==> config.mk <==
export PLATFORM = sky130hd
export DESIGN_NAME = sprite_sched
export DESIGN_NICKNAME = d
export VERILOG_FILES = /design/src/rtl/sprite_pkg.sv /design/src/rtl/prio_enc.sv /design/src/rtl/sprite_sched.sv
export SDC_FILE = /design/constraint.sdc
export NUM_CORES = 1
export LEC_CHECK = 0
export ABC_AREA = 1
export CAP_MARGIN = 20
export CORE_MARGIN = 5
export CORE_UTILIZATION = 64
export DETAILED_ROUTE_END_ITERATION = 16
export PLACE_DENSITY = 0.94
export SYNTH_ARGS = -nofsm -noshare
export SYNTH_HDL_FRONTEND = slang
export SYNTH_HIERARCHICAL = 1
export SYNTH_SLANG_ARGS = --single-unit
==> constraint.sdc <==
create_clock -name clk -period 23.4 [get_ports clk]
set_input_delay 2.34 -clock clk [delete_from_list [all_inputs] [get_ports clk]]
set_output_delay 2.34 -clock clk [all_outputs]
set_load 0.03 [all_outputs]
==> src/rtl/sprite_pkg.sv <==
// Shared types for the sprite scanline scheduler.
//   sched_state_e : scan FSM states.
//   desc_t        : one descriptor-table entry {en, x, y} with coordinates of width CORDW.
package sprite_pkg;

  // Width of the descriptor coordinates; the scheduler's CORDW must match it.
  localparam int unsigned CORDW = 16;

  typedef enum logic [1:0] {
    StIdle,
    StScan,
    StDone
  } sched_state_e;

  typedef struct packed {
    logic             en;
    logic [CORDW-1:0] x;
    logic [CORDW-1:0] y;
  } desc_t;

endpackage

==> src/rtl/prio_enc.sv <==
// Lowest-set-bit priority encoder.
//   req   : request mask (bit 0 has highest priority)
//   idx   : index of the lowest set bit, 0 when none
//   valid : at least one bit of req is set
module prio_enc #(
  parameter int unsigned N = 2,
  parameter int unsigned W = 1
) (
  input  logic [N-1:0] req,
  output logic [W-1:0] idx,
  output logic         valid
);

  // Walk from the top down so the lowest set bit is the last one written.
  always_comb begin
    idx   = '0;
    valid = 1'b0;
    for (int k = int'(N) - 1; k >= 0; k--) begin
      if (req[k]) begin
        idx   = W'(k);
        valid = 1'b1;
      end
    end
  end

endmodule

==> src/rtl/sprite_sched.sv <==
// Per-scanline sprite scheduler: on each line pulse, scans the descriptor table for sprites
// whose top edge is the next line and binds each to the lowest free drawing engine.
//   clk, rst            : clock, asynchronous active-high reset
//   line, frame, sy     : line pulse, frame pulse, current line (valid with line)
//   cfg_we/idx/en/x/y   : descriptor table write port
//   eng_start/x/id      : per-engine start pulse, column and bound descriptor index
//   busy                : scan in progress
//   drop_cnt            : sprites dropped this frame, saturating
//   err                 : sticky flag, line pulse arrived while a scan was running
module sprite_sched
  import sprite_pkg::*;
#(
  parameter int unsigned NSPR   = 8,
  parameter int unsigned NENG   = 2,
  parameter int unsigned SPR_H  = 8,
  parameter int unsigned VLINES = 525,
  parameter int unsigned CORDW  = sprite_pkg::CORDW
) (
  input  logic                                   clk,
  input  logic                                   rst,
  input  logic                                   line,
  input  logic                                   frame,
  input  logic signed [CORDW-1:0]                sy,
  input  logic                                   cfg_we,
  input  logic        [$clog2(NSPR)-1:0]         cfg_idx,
  input  logic                                   cfg_en,
  input  logic signed [CORDW-1:0]                cfg_x,
  input  logic signed [CORDW-1:0]                cfg_y,
  output logic        [NENG-1:0]                 eng_start,
  output logic        [NENG-1:0][CORDW-1:0]      eng_x,
  output logic        [NENG-1:0][$clog2(NSPR)-1:0] eng_id,
  output logic                                   busy,
  output logic        [7:0]                      drop_cnt,
  output logic                                   err
);

  localparam int unsigned IDW = $clog2(NSPR);
  localparam int unsigned RW  = $clog2(SPR_H + 1);
  localparam int unsigned EW  = (NENG > 1) ? $clog2(NENG) : 1;

  desc_t              tbl_q [NSPR];
  desc_t              cur;

  sched_state_e       state_q, state_d;
  logic [IDW-1:0]     idx_q, idx_d;
  logic [CORDW-1:0]   tgt_q, tgt_next;
  logic [RW-1:0]      rem_q [NENG];
  logic [RW-1:0]      rem_d [NENG];
  logic [NENG-1:0]    free;
  logic [EW-1:0]      free_idx;
  logic               free_valid;
  logic [NENG-1:0]    start_d;
  logic [NENG-1:0][CORDW-1:0] x_d;
  logic [NENG-1:0][IDW-1:0]   id_d;
  logic               drop;
  logic [7:0]         drop_d;

  // Descriptor table; the scan reads the registered copy, so a same-cycle write is not seen.
  always_ff @(posedge clk or posedge rst) begin
    if (rst) begin
      for (int s = 0; s < int'(NSPR); s++) tbl_q[s] <= '0;
    end else if (cfg_we && (32'(cfg_idx) < NSPR)) begin
      tbl_q[cfg_idx] <= '{en: cfg_en, x: cfg_x, y: cfg_y};
    end
  end

  // Line after sy, wrapping at the bottom of the frame.
  assign tgt_next = (sy == CORDW'(VLINES - 1)) ? '0 : sy + CORDW'(1);

  always_comb begin
    for (int e = 0; e < int'(NENG); e++) free[e] = (rem_q[e] == '0);
  end

  prio_enc #(
    .N (NENG),
    .W (EW)
  ) u_prio_enc (
    .req   (free),
    .idx   (free_idx),
    .valid (free_valid)
  );

  always_comb begin
    state_d = state_q;
    idx_d   = idx_q;
    rem_d   = rem_q;
    start_d = '0;
    x_d     = eng_x;
    id_d    = eng_id;
    drop    = 1'b0;
    cur     = tbl_q[idx_q];

    // Line countdown runs in every state; a bind below overrides it for its engine.
    if (line) begin
      for (int e = 0; e < int'(NENG); e++) begin
        if (rem_q[e] != '0) rem_d[e] = rem_q[e] - RW'(1);
      end
    end

    unique case (state_q)
      StIdle: begin
        if (line) begin
          state_d = StScan;
          idx_d   = '0;
        end
      end
      StScan: begin
        if (cur.en && (cur.y == tgt_q)) begin
          if (free_valid) begin
            rem_d[free_idx]   = RW'(SPR_H);
            start_d[free_idx] = 1'b1;
            x_d[free_idx]     = cur.x;
            id_d[free_idx]    = idx_q;
          end else begin
            drop = 1'b1;
          end
        end
        if (idx_q == IDW'(NSPR - 1)) state_d = StDone;
        else                          idx_d   = idx_q + IDW'(1);
      end
      StDone:  state_d = StIdle;
      default: state_d = StIdle;
    endcase
  end

  // A frame pulse restarts the count, but a drop in that same cycle still counts.
  always_comb begin
    if (frame)                          drop_d = {7'd0, drop};
    else if (drop && drop_cnt != 8'hFF) drop_d = drop_cnt + 8'd1;
    else                                drop_d = drop_cnt;
  end

  always_ff @(posedge clk or posedge rst) begin
    if (rst) begin
      state_q   <= StIdle;
      idx_q     <= '0;
      tgt_q     <= '0;
      eng_start <= '0;
      eng_x     <= '0;
      eng_id    <= '0;
      busy      <= 1'b0;
      drop_cnt  <= '0;
      err       <= 1'b0;
      for (int e = 0; e < int'(NENG); e++) rem_q[e] <= '0;
    end else begin
      state_q   <= state_d;
      idx_q     <= idx_d;
      rem_q     <= rem_d;
      eng_start <= start_d;
      eng_x     <= x_d;
      eng_id    <= id_d;
      busy      <= (state_d != StIdle);
      drop_cnt  <= drop_d;
      // Target only follows line pulses that actually start a scan.
      if (line && state_q == StIdle) tgt_q <= tgt_next;
      if (line && state_q != StIdle) err <= 1'b1;
    end
  end

endmodule

======== Yosys cells after proc, flatten, opt, wreduce, memory -nomap -nowiden ========
Cells that the tools add are included.
Widths: inputs -> output; s select.
operators by class
  add/subtract/negate cells ............... 5
  order comparisons ....................... 7
  eq/ne operators ......................... 7
  muxes and demuxes ....................... 40
  bitwise gates (word level) .............. 6
  reduce and logical (&&, ||, !) cells .... 18
operators by type and width
  cell                   number
  $bwmux 264             1
  $bmux 33 s3            1
  $demux 33 s3           1
  $mux 33                3
  $mux 8                 6
  $bwmux 32              1
  $mux 16                2
  $add 16x1->16 const B  1
  $demux 16 s1           1
  $eq 16x10->1 const B   1
  $eq 16x16->1           1
  $mux 4                 3
  $mux 2                 5
  $mux 3                 3
  $add 8x1->8 const B    1
  $ge 4x4->1 const B     2
  $logic_not 4->1        2
  $ne 8x8->1 const B     1
  $not 3->4              2
  $reduce_bool 2->1      4
  $reduce_bool 4->1      2
  $sub 4x1->4 const B    2
  $logic_and 1x1->1      7
  $mux 1                 7
  21 further kinds       23
storage, ports and cells
  register bits ........................... 343
  input port bits ......................... 57
  output and inout port bits .............. 50
  word-level logic and storage cells ...... 120

======== Longest topological paths before layout ========
Gate-level depths: netlist of run 1.
  word-level depth ........................ 13
  gate-level depth with buffers ........... 19
  depth with buffers taken out ............ 16

======== Cells and area by module ========
Netlist of run 1, hierarchy kept.
by module, submodules not included
  module        times used  cells each  area an instance (µm²)  seq. area each (µm²)
  sprite_sched  1           2004        16261.8                 8583.2
  prio_enc      1           4           15.0                    0.0

======== Least setup slack after synthesis of run 1 ========
No wires, ideal clock.
  kind .................................... input to register
  start ................................... input port sy[1]
  end ..................................... register tgt_q[13]
  library setup time ...................... 0.083 ns
  arrival time ............................ 3.649 ns
  required time ........................... 23.317 ns
  setup slack ............................. 19.669 ns
  cell stages on the path ................. 9
  buffers on the path ..................... 0
  cell sequence ........................... nand3_1 > nor3_1 > nand4_1 > or2_2 > nor2_1 > nand2_1 > o21ai_0 > o211ai_1 > o21ai_0
on the way
  word-level cells in the longest chain between the ends .. 2
  elaborated cells between the ends (all ways) .. 3
  those cells by class .................... 1 x add/sub; 1 x eq/ne; 1 x mux
ends and longest elaborated chain
  element                                        line                 text
  start, declared                                sprite_sched.sv:23   input logic signed [CORDW-1:0] sy,
  $add 16x1->16 or $eq 16x10->1 (tied branches)  sprite_sched.sv:68   assign tgt_next = (sy == CORDW'(VLINES - 1)) ? '0 : sy + CORDW'(1);
  $mux 16 *                                      sprite_sched.sv:68
  end signal, assigned                           sprite_sched.sv:155  if (line && state_q == StIdle) tgt_q <= tgt_next;
  end, declared                                  sprite_sched.sv:46   logic [CORDW-1:0] tgt_q, tgt_next;
Every way passes the cells marked *; elsewhere a longest branch is shown, timed or not.
A chain may end at the register's enable or synchronous reset.

======== Worst setup path after layout of run 1 ========
  start ................................... input port line
  end ..................................... register tgt_q[0]
on the way
  word-level cells in the longest chain between the ends .. 1
ends and longest elaborated chain
  element            line                 text
  start, declared    sprite_sched.sv:21   input logic line,
  $logic_and 1x1->1  sprite_sched.sv:155
No other way between the ends.

==> impl_metrics.json, run 1 <==
{
  "outcome": "finished, final reports clean",
  "rows": 58,
  "cp_common_cell": "inv_1",
  "ys_types": 34,
  "insertion_delay_ns": 0.53,
  "post_cts_resized": 0,
  "min_period_ns": 4.99,
  "whs_ns": 0.481,
  "post_drt_wl_per_cell_um": 18.4,
  "finalCritPeriodShare_pct": 21.3,
  "grtUsageTotal_pct": 30.6,
  "mostFrequentLayoutCells": "nand2_1 (525), dfrtp_1 (341), o21ai_0 (334)",
  "htreeDepth": 2,
  "hold_buffers": 0,
  "synth_edf_count": 0,
  "fin_tns_setup_ns": 0,
  "async_flop_share_pct": 100,
  "cpPeakStageDelay_ns": 0.79,
  "ir_drop_uv": 80.2,
  "grt_first_pass_wirelength_um": 71900,
  "diodes": 0,
  "hold_viol_final": 0,
  "ff_latch_area_sq_um": 8590,
  "ys_top_cells_by_area": "dfrtp_1 (53%), nand2_1 (12%), o21ai_0 (10%), inv_1 (4.7%), nand3_1 (4.0%)",
  "path_cells": "clkdlybuf4s50_1, inv_1, nor2_1, clkinv_1, a21oi_1, inv_1, o22ai_1",
  "area_growth_pct": 13.9,
  "multiInputGateArea_sq_um": 6330,
  "synthCells": 2008,
  "ys_ff_latch": 343,
  "routed_wl_um": 44400,
  "fmax_mhz": 200,
  "dieArea_sq_um": 28700,
  "clockRootBuffer": "clkbuf_16",
  "drt_drc_violations_left": 0,
  "via_per_inst": 6.12,
  "fp.dieW_um": 169,
  "arrival_ns": 5.41,
  "ys_seq_area_share_pct": 52.7,
  "end_kind": "flip-flop",
  "io_pins": 107,
  "fill_cells": 1611,
  "first_global_vias": 14500,
  "syn_avg_cell_area_sq_um": 8.11,
  "power.leakage_nw": 9.12,
  "crit_path_start_kind": "input port",
  "hpwlAfterDp_um": 25700,
  "power_w": 0.00208,
  "drtAntennaViolNets": 0,
  "initial_core_util_pct": 64.8,
  "synth_area_sq_um": 16300,
  "cp_data_required_time_ns": 23.82,
  "num_vias": 14700,
  "crit_fanout": 14,
  "worst-setup-path-type": "in2reg",
  "first_pass_iters": 6,
  "cts_num_sinks": 343,
  "worst_slew_pin_slew_ns": 1.15,
  "cts_tree": "built",
  "utilization_pct": 73.8,
  "syn_nets": 2072,
  "drt_iter0_drc": 1874,
  "slew_headroom_pct": 23.2,
  "yosysWarnings": 6,
  "rsz0062_at_grt": "no",
  "grt-ovfl-total": 0,
  "gp_congestion": 0.938,
  "synth_top_area_share_pct": 52.7,
  "final_common_cell": "nand2_1",
  "powerDensity_nw_per_um2": 112,
  "clkTransAtPathRegs_ns": 0.06,
  "finalSetupViolCount": 0,
  "drv_slew": 0,
  "cpMaxStageDelayCell": "a21oi_1",
  "antenna_found_initial": 0,
  "ctsLongestPathBuffers": 3,
  "die_h_um": 169,
  "fin_nets": 2116,
  "cap_viol_max_count": 0,
  "core-area_sq_um": 25100,
  "numCtsBuffers": 36,
  "grt_max_degree": 130,
  "post_cts_buffers": 0,
  "port_buffers": 106,
  "ys.flop_type": "dfrtp_1",
  "clock-skew-final_ns": 0.0308,
  "min-delay-path-class": "reg2reg",
  "synth_largest_area_cell": "dfrtp_1",
  "layout-drive-gt1-share_pct": 7.50
}
==> through the flow <==
stage / worst slack, ns / instance area, sq um / cells
final: 18.41 / 18500 / 2409
after detailed placement: 17.94 / 17300 / 2343
after global routing: 18.07 / 18500 / 2409
after global placement: 18.13 / 17300 / 2343
after CTS: 18.46 / 18500 / 2408
after floorplan: 11.55 / 16300 / 2008
==> cell usage after synthesis (5+ instances only) <==
master,n
nand2_1,531
dfrtp_1,343
o21ai_0,334
inv_1,202
nor2_1,144
nand3_1,129
clkbuf_1,81
o22ai_1,39
o21ai_2,38
a21oi_1,25
nand2_2,21
buf_6,17
mux2i_1,16
nand4_1,16
buf_2,11
xor2_1,9
ha_1,7
inv_2,6
nor3_1,6
buf_4,5
nand3b_1,5
==> power breakdown <==
part | switching [W] | total (W) | leakage (nW) | internal, W
registers | 0.0000883 | 0.000794 | 4.33 | 0.000705
logic | 0.000491 | 0.000713 | 4.18 | 0.000222
clock network | 0.000236 | 0.000578 | 0.604 | 0.000342
total | 0.000815 | 0.00208 | 9.12 | 0.00127
==> worst max-delay path: cells and delay by family <==
| family | cells | cell delay (ns) |
|---|---|---|
| compound gates | 2 | 0.96 |
| buf+inv | 4 | 1.38 |
| simple gates | 1 | 0.72 |
==> per-layer routing <==
| metal | vias to the layer above | share of wire (%) | GRT usage, % |
|---|---|---|---|
| li1 | 6552 | - | - |
| met1 | 7032 | 37 | 40.8 |
| met2 | 993 | 48 | 49.3 |
| met3 | 165 | 11 | 6.87 |
| met4 | 0 | 3.5 | 12.3 |
| met5 | - | 0 | 0 |
==> final cells by class <==
cell class,count,share of cell area [%]
flip-flops and latches,343,46.3
multi-input cells,1338,34.2
repair buffers,123,6.48
clock buffers,51,5.77
inverters,210,4.31
well taps,330,2.23
clock inverters,14,0.729
==> registers in the layout, summed over array words and instances (netlist names) <==
name	cells
idx_q	3
tbl_q	264
busy	1
eng_id	6
eng_x	32
eng_start	2
err	1
tgt_q	16
state_q	2
rem_q	8
drop_cnt	8
==> kinds of logic (layout without fill, tap and decap cells) <==
kind of cell | Yosys count | in the layout | synth area share [%]
AO/OA/AOI/OAI | 445 | 445 | 14.9
XOR/XNOR | 11 | 11 | 0.592
adder cells (fa/ha/maj) | 7 | 7 | 0.538
buffers and inverters | 327 | 398 | 8.53
flip-flops | 343 | 343 | 52.7
multiplexers | 16 | 16 | 0.984
AND/OR/NAND/NOR | 859 | 859 | 21.7
==> path summary, 6_finish.rpt <==
check / start / to / slack, ns / cells past startpoint
setup / recovery: line / tgt_q[0] / 18.41 / 7
hold / removal: tbl_q[228] / tbl_q[228] / 0.48 / 2
setup reg to reg: idx_q[0] / eng_x[31] / 18.71 / 16
hold reg to reg: tbl_q[228] / tbl_q[228] / 0.48 / 2
max in group asynchronous: rst / tbl_q[98] / 19.49 / 3
min in group asynchronous: rst / eng_id[1] / 2.39 / 2
(Power assumes the default switching activity.)
==> run 2: changes to the inputs <==
--- a/config.mk
+++ b/config.mk
@@ -8,9 +8,9 @@
 export ABC_AREA = 1
 export CAP_MARGIN = 20
 export CORE_MARGIN = 5
-export CORE_UTILIZATION = 64
+export CORE_UTILIZATION = 60
 export DETAILED_ROUTE_END_ITERATION = 16
-export PLACE_DENSITY = 0.94
+export PLACE_DENSITY = 0.9
 export SYNTH_ARGS = -nofsm -noshare
 export SYNTH_HDL_FRONTEND = slang
 export SYNTH_HIERARCHICAL = 1
==> constraint.sdc (replaced) <==
create_clock -name clk -period 4.6 [get_ports clk]
set_input_delay 0.46 -clock clk [delete_from_list [all_inputs] [get_ports clk]]
set_output_delay 0.46 -clock clk [all_outputs]
set_load 0.03 [all_outputs]
==> impl_metrics.json, run 2 (synthesized netlist as in run 1, its figures left out) <==
{
  "design_area_sq_um": 18600,
  "initial_core_util_pct": 60.7,
  "fin_tns_setup_ns": 0,
  "fill_cells": 1860,
  "first_global_vias": 14300,
  "antenna_found_initial": 0,
  "hpwlAfterDp_um": 25800,
  "arrival_ns": 3.91,
  "grt.busiest_layer": "met2",
  "rows": 60,
  "ctsLongestPathBuffers": 3,
  "post_drt_wl_per_cell_um": 18.1,
  "hold_viol_final": 0,
  "gp_congestion": 0.951,
  "outcome": "finished, final reports clean",
  "first_pass_iters": 6,
  "htreeDepth": 2,
  "fmax_mhz": 285,
  "grt-ovfl-total": 0,
  "area_growth_pct": 14.2,
  "largest_reg_flops": 264,
  "via_per_inst": 5.96,
  "die_h_um": 175,
  "grt_max_degree": 154,
  "cp_data_required_time_ns": 5.00,
  "fin_cells": 2423,
  "min-delay-path-class": "reg2reg",
  "crit_fanout": 93,
  "top_register": "tbl_q",
  "fin_nets": 2122,
  "drtAntennaViolNets": 0,
  "crit_path_start_kind": "flip-flop",
  "slew_headroom_pct": 31.6,
  "drv_slew": 0,
  "place_area_sq_um": 17400,
  "cts_num_sinks": 343,
  "routed_wl_um": 43800,
  "grtUsageTotal_pct": 28.5,
  "grt_util_met2_pct": 46.5,
  "use_met3_pct": 4.74,
  "reg_top3": "tbl_q x264, eng_x x32, tgt_q x16",
  "clock-skew-final_ns": 0.0232,
  "drt_drc_violations_left": 0,
  "min_period_ns": 3.51,
  "hold_buffers": 0,
  "port_buffers": 106,
  "io_pins": 107,
  "rsz0062_at_grt": "no",
  "fp.dieW_um": 175,
  "mostFrequentLayoutCells": "nand2_1 (525), dfrtp_1 (341), o21ai_0 (334)",
  "finalCritPeriodShare_pct": 76.4,
  "num_vias": 14400,
  "post_cts_buffers": 0,
  "clkTransAtPathRegs_ns": 0.06,
  "gr-usage-met1_pct": 38.4,
  "post_cts_resized": 0,
  "utilization_pct": 69.3,
  "end_kind": "flip-flop",
  "clockRootBuffer": "clkbuf_16",
  "final_common_cell": "nand2_1",
  "diodes": 0,
  "powerDensity_nw_per_um2": 568,
  "grt_first_pass_wirelength_um": 72100,
  "cap_viol_max_count": 0,
  "layout-drive-gt1-share_pct": 7.73,
  "post-place-cells": 2362,
  "worst_slew_pin_slew_ns": 1.03,
  "numCtsBuffers": 35,
  "core-area_sq_um": 26800,
  "insertion_delay_ns": 0.52,
  "drt_iter0_drc": 1940,
  "dieArea_sq_um": 30500,
  "cts_tree": "built",
  "worst-setup-path-type": "reg2reg",
  "ir_drop_uv": 282,
  "finalSetupViolCount": 0,
  "power.leakage_nw": 9.14
}
run 2: changes by cell type in the layout (fill, tap and decap cells not counted):
cell        delta
buf_4          +5
inv_6          +1
clkbuf_8       +2
buf_12         +2
clkbuf_16      -2
clkbuf_1       -2
clkinv_4       -1
clkinvlp_4     +1
inv_8          -1
clkinv_2       -2
run 2: path summary, 6_finish.rpt:
kind	cells after the start	to	slack (ns)	from
max	15	eng_id[1]	1.09	idx_q[0]
min	2	tbl_q[192]	0.48	tbl_q[192]
max reg2reg	15	eng_id[1]	1.09	idx_q[0]
min reg2reg	2	tbl_q[192]	0.48	tbl_q[192]
max in group asynchronous	3	tbl_q[103]	3.36	rst
min in group asynchronous	3	eng_x[12]	0.50	rst
run 2: power breakdown:
part           internal [W]  switching [W]  total (W)
Combinational       0.00115        0.00256    0.00372
Clock               0.00169        0.00119    0.00289
Sequential          0.00359       0.000373    0.00396
run 2: metal layers:
| metal | up-vias | wire (um) |
|---|---|---|
| met5 | - | 0 |
| met3 | 139 | 3890 |
| met2 | 794 | 21100 |
| met1 | 6943 | 17300 |
| met4 | 0 | 1570 |
| li1 | 6559 | - |
run 2: area by class of cell:
type / instances / area, sq um / area share (%)
Sequential cell: 343 / 8590 / 46.2
Clock inverter: 12 / 125 / 0.673
Timing Repair Buffer: 130 / 1280 / 6.88
Clock buffer: 49 / 1040 / 5.60
Inverter: 210 / 795 / 4.28
Tap cell: 341 / 427 / 2.30
Multi-Input combinational cell: 1338 / 6330 / 34.1
run 2: through the flow:
stage                     hold WS [ns]  worst slack (ns)  power, W
final                            0.482              1.09    0.0106
after global routing             0.498             0.815    0.0112
after CTS                        0.484              1.15    0.0105
after detailed placement         0.469              1.20   0.00752
after global placement           0.460              1.37   0.00735
after floorplan                  0.448            -0.449   0.00659
run 2: critical path: stages, from the launching register on:
cell	delay, ns
dfrtp_4	0.42
buf_4	0.76
nand2_1	0.12
nand3_1	0.12
nand3_1	0.14
nand3_1	0.19
nand2_1	0.07
inv_1	0.05
nand2_1	0.04
nor2_1	0.10
nand3_1	0.13
nor2_4	0.22
nand2_2	0.37
buf_4	0.39
nand2_2	0.12
o21ai_2	0.06
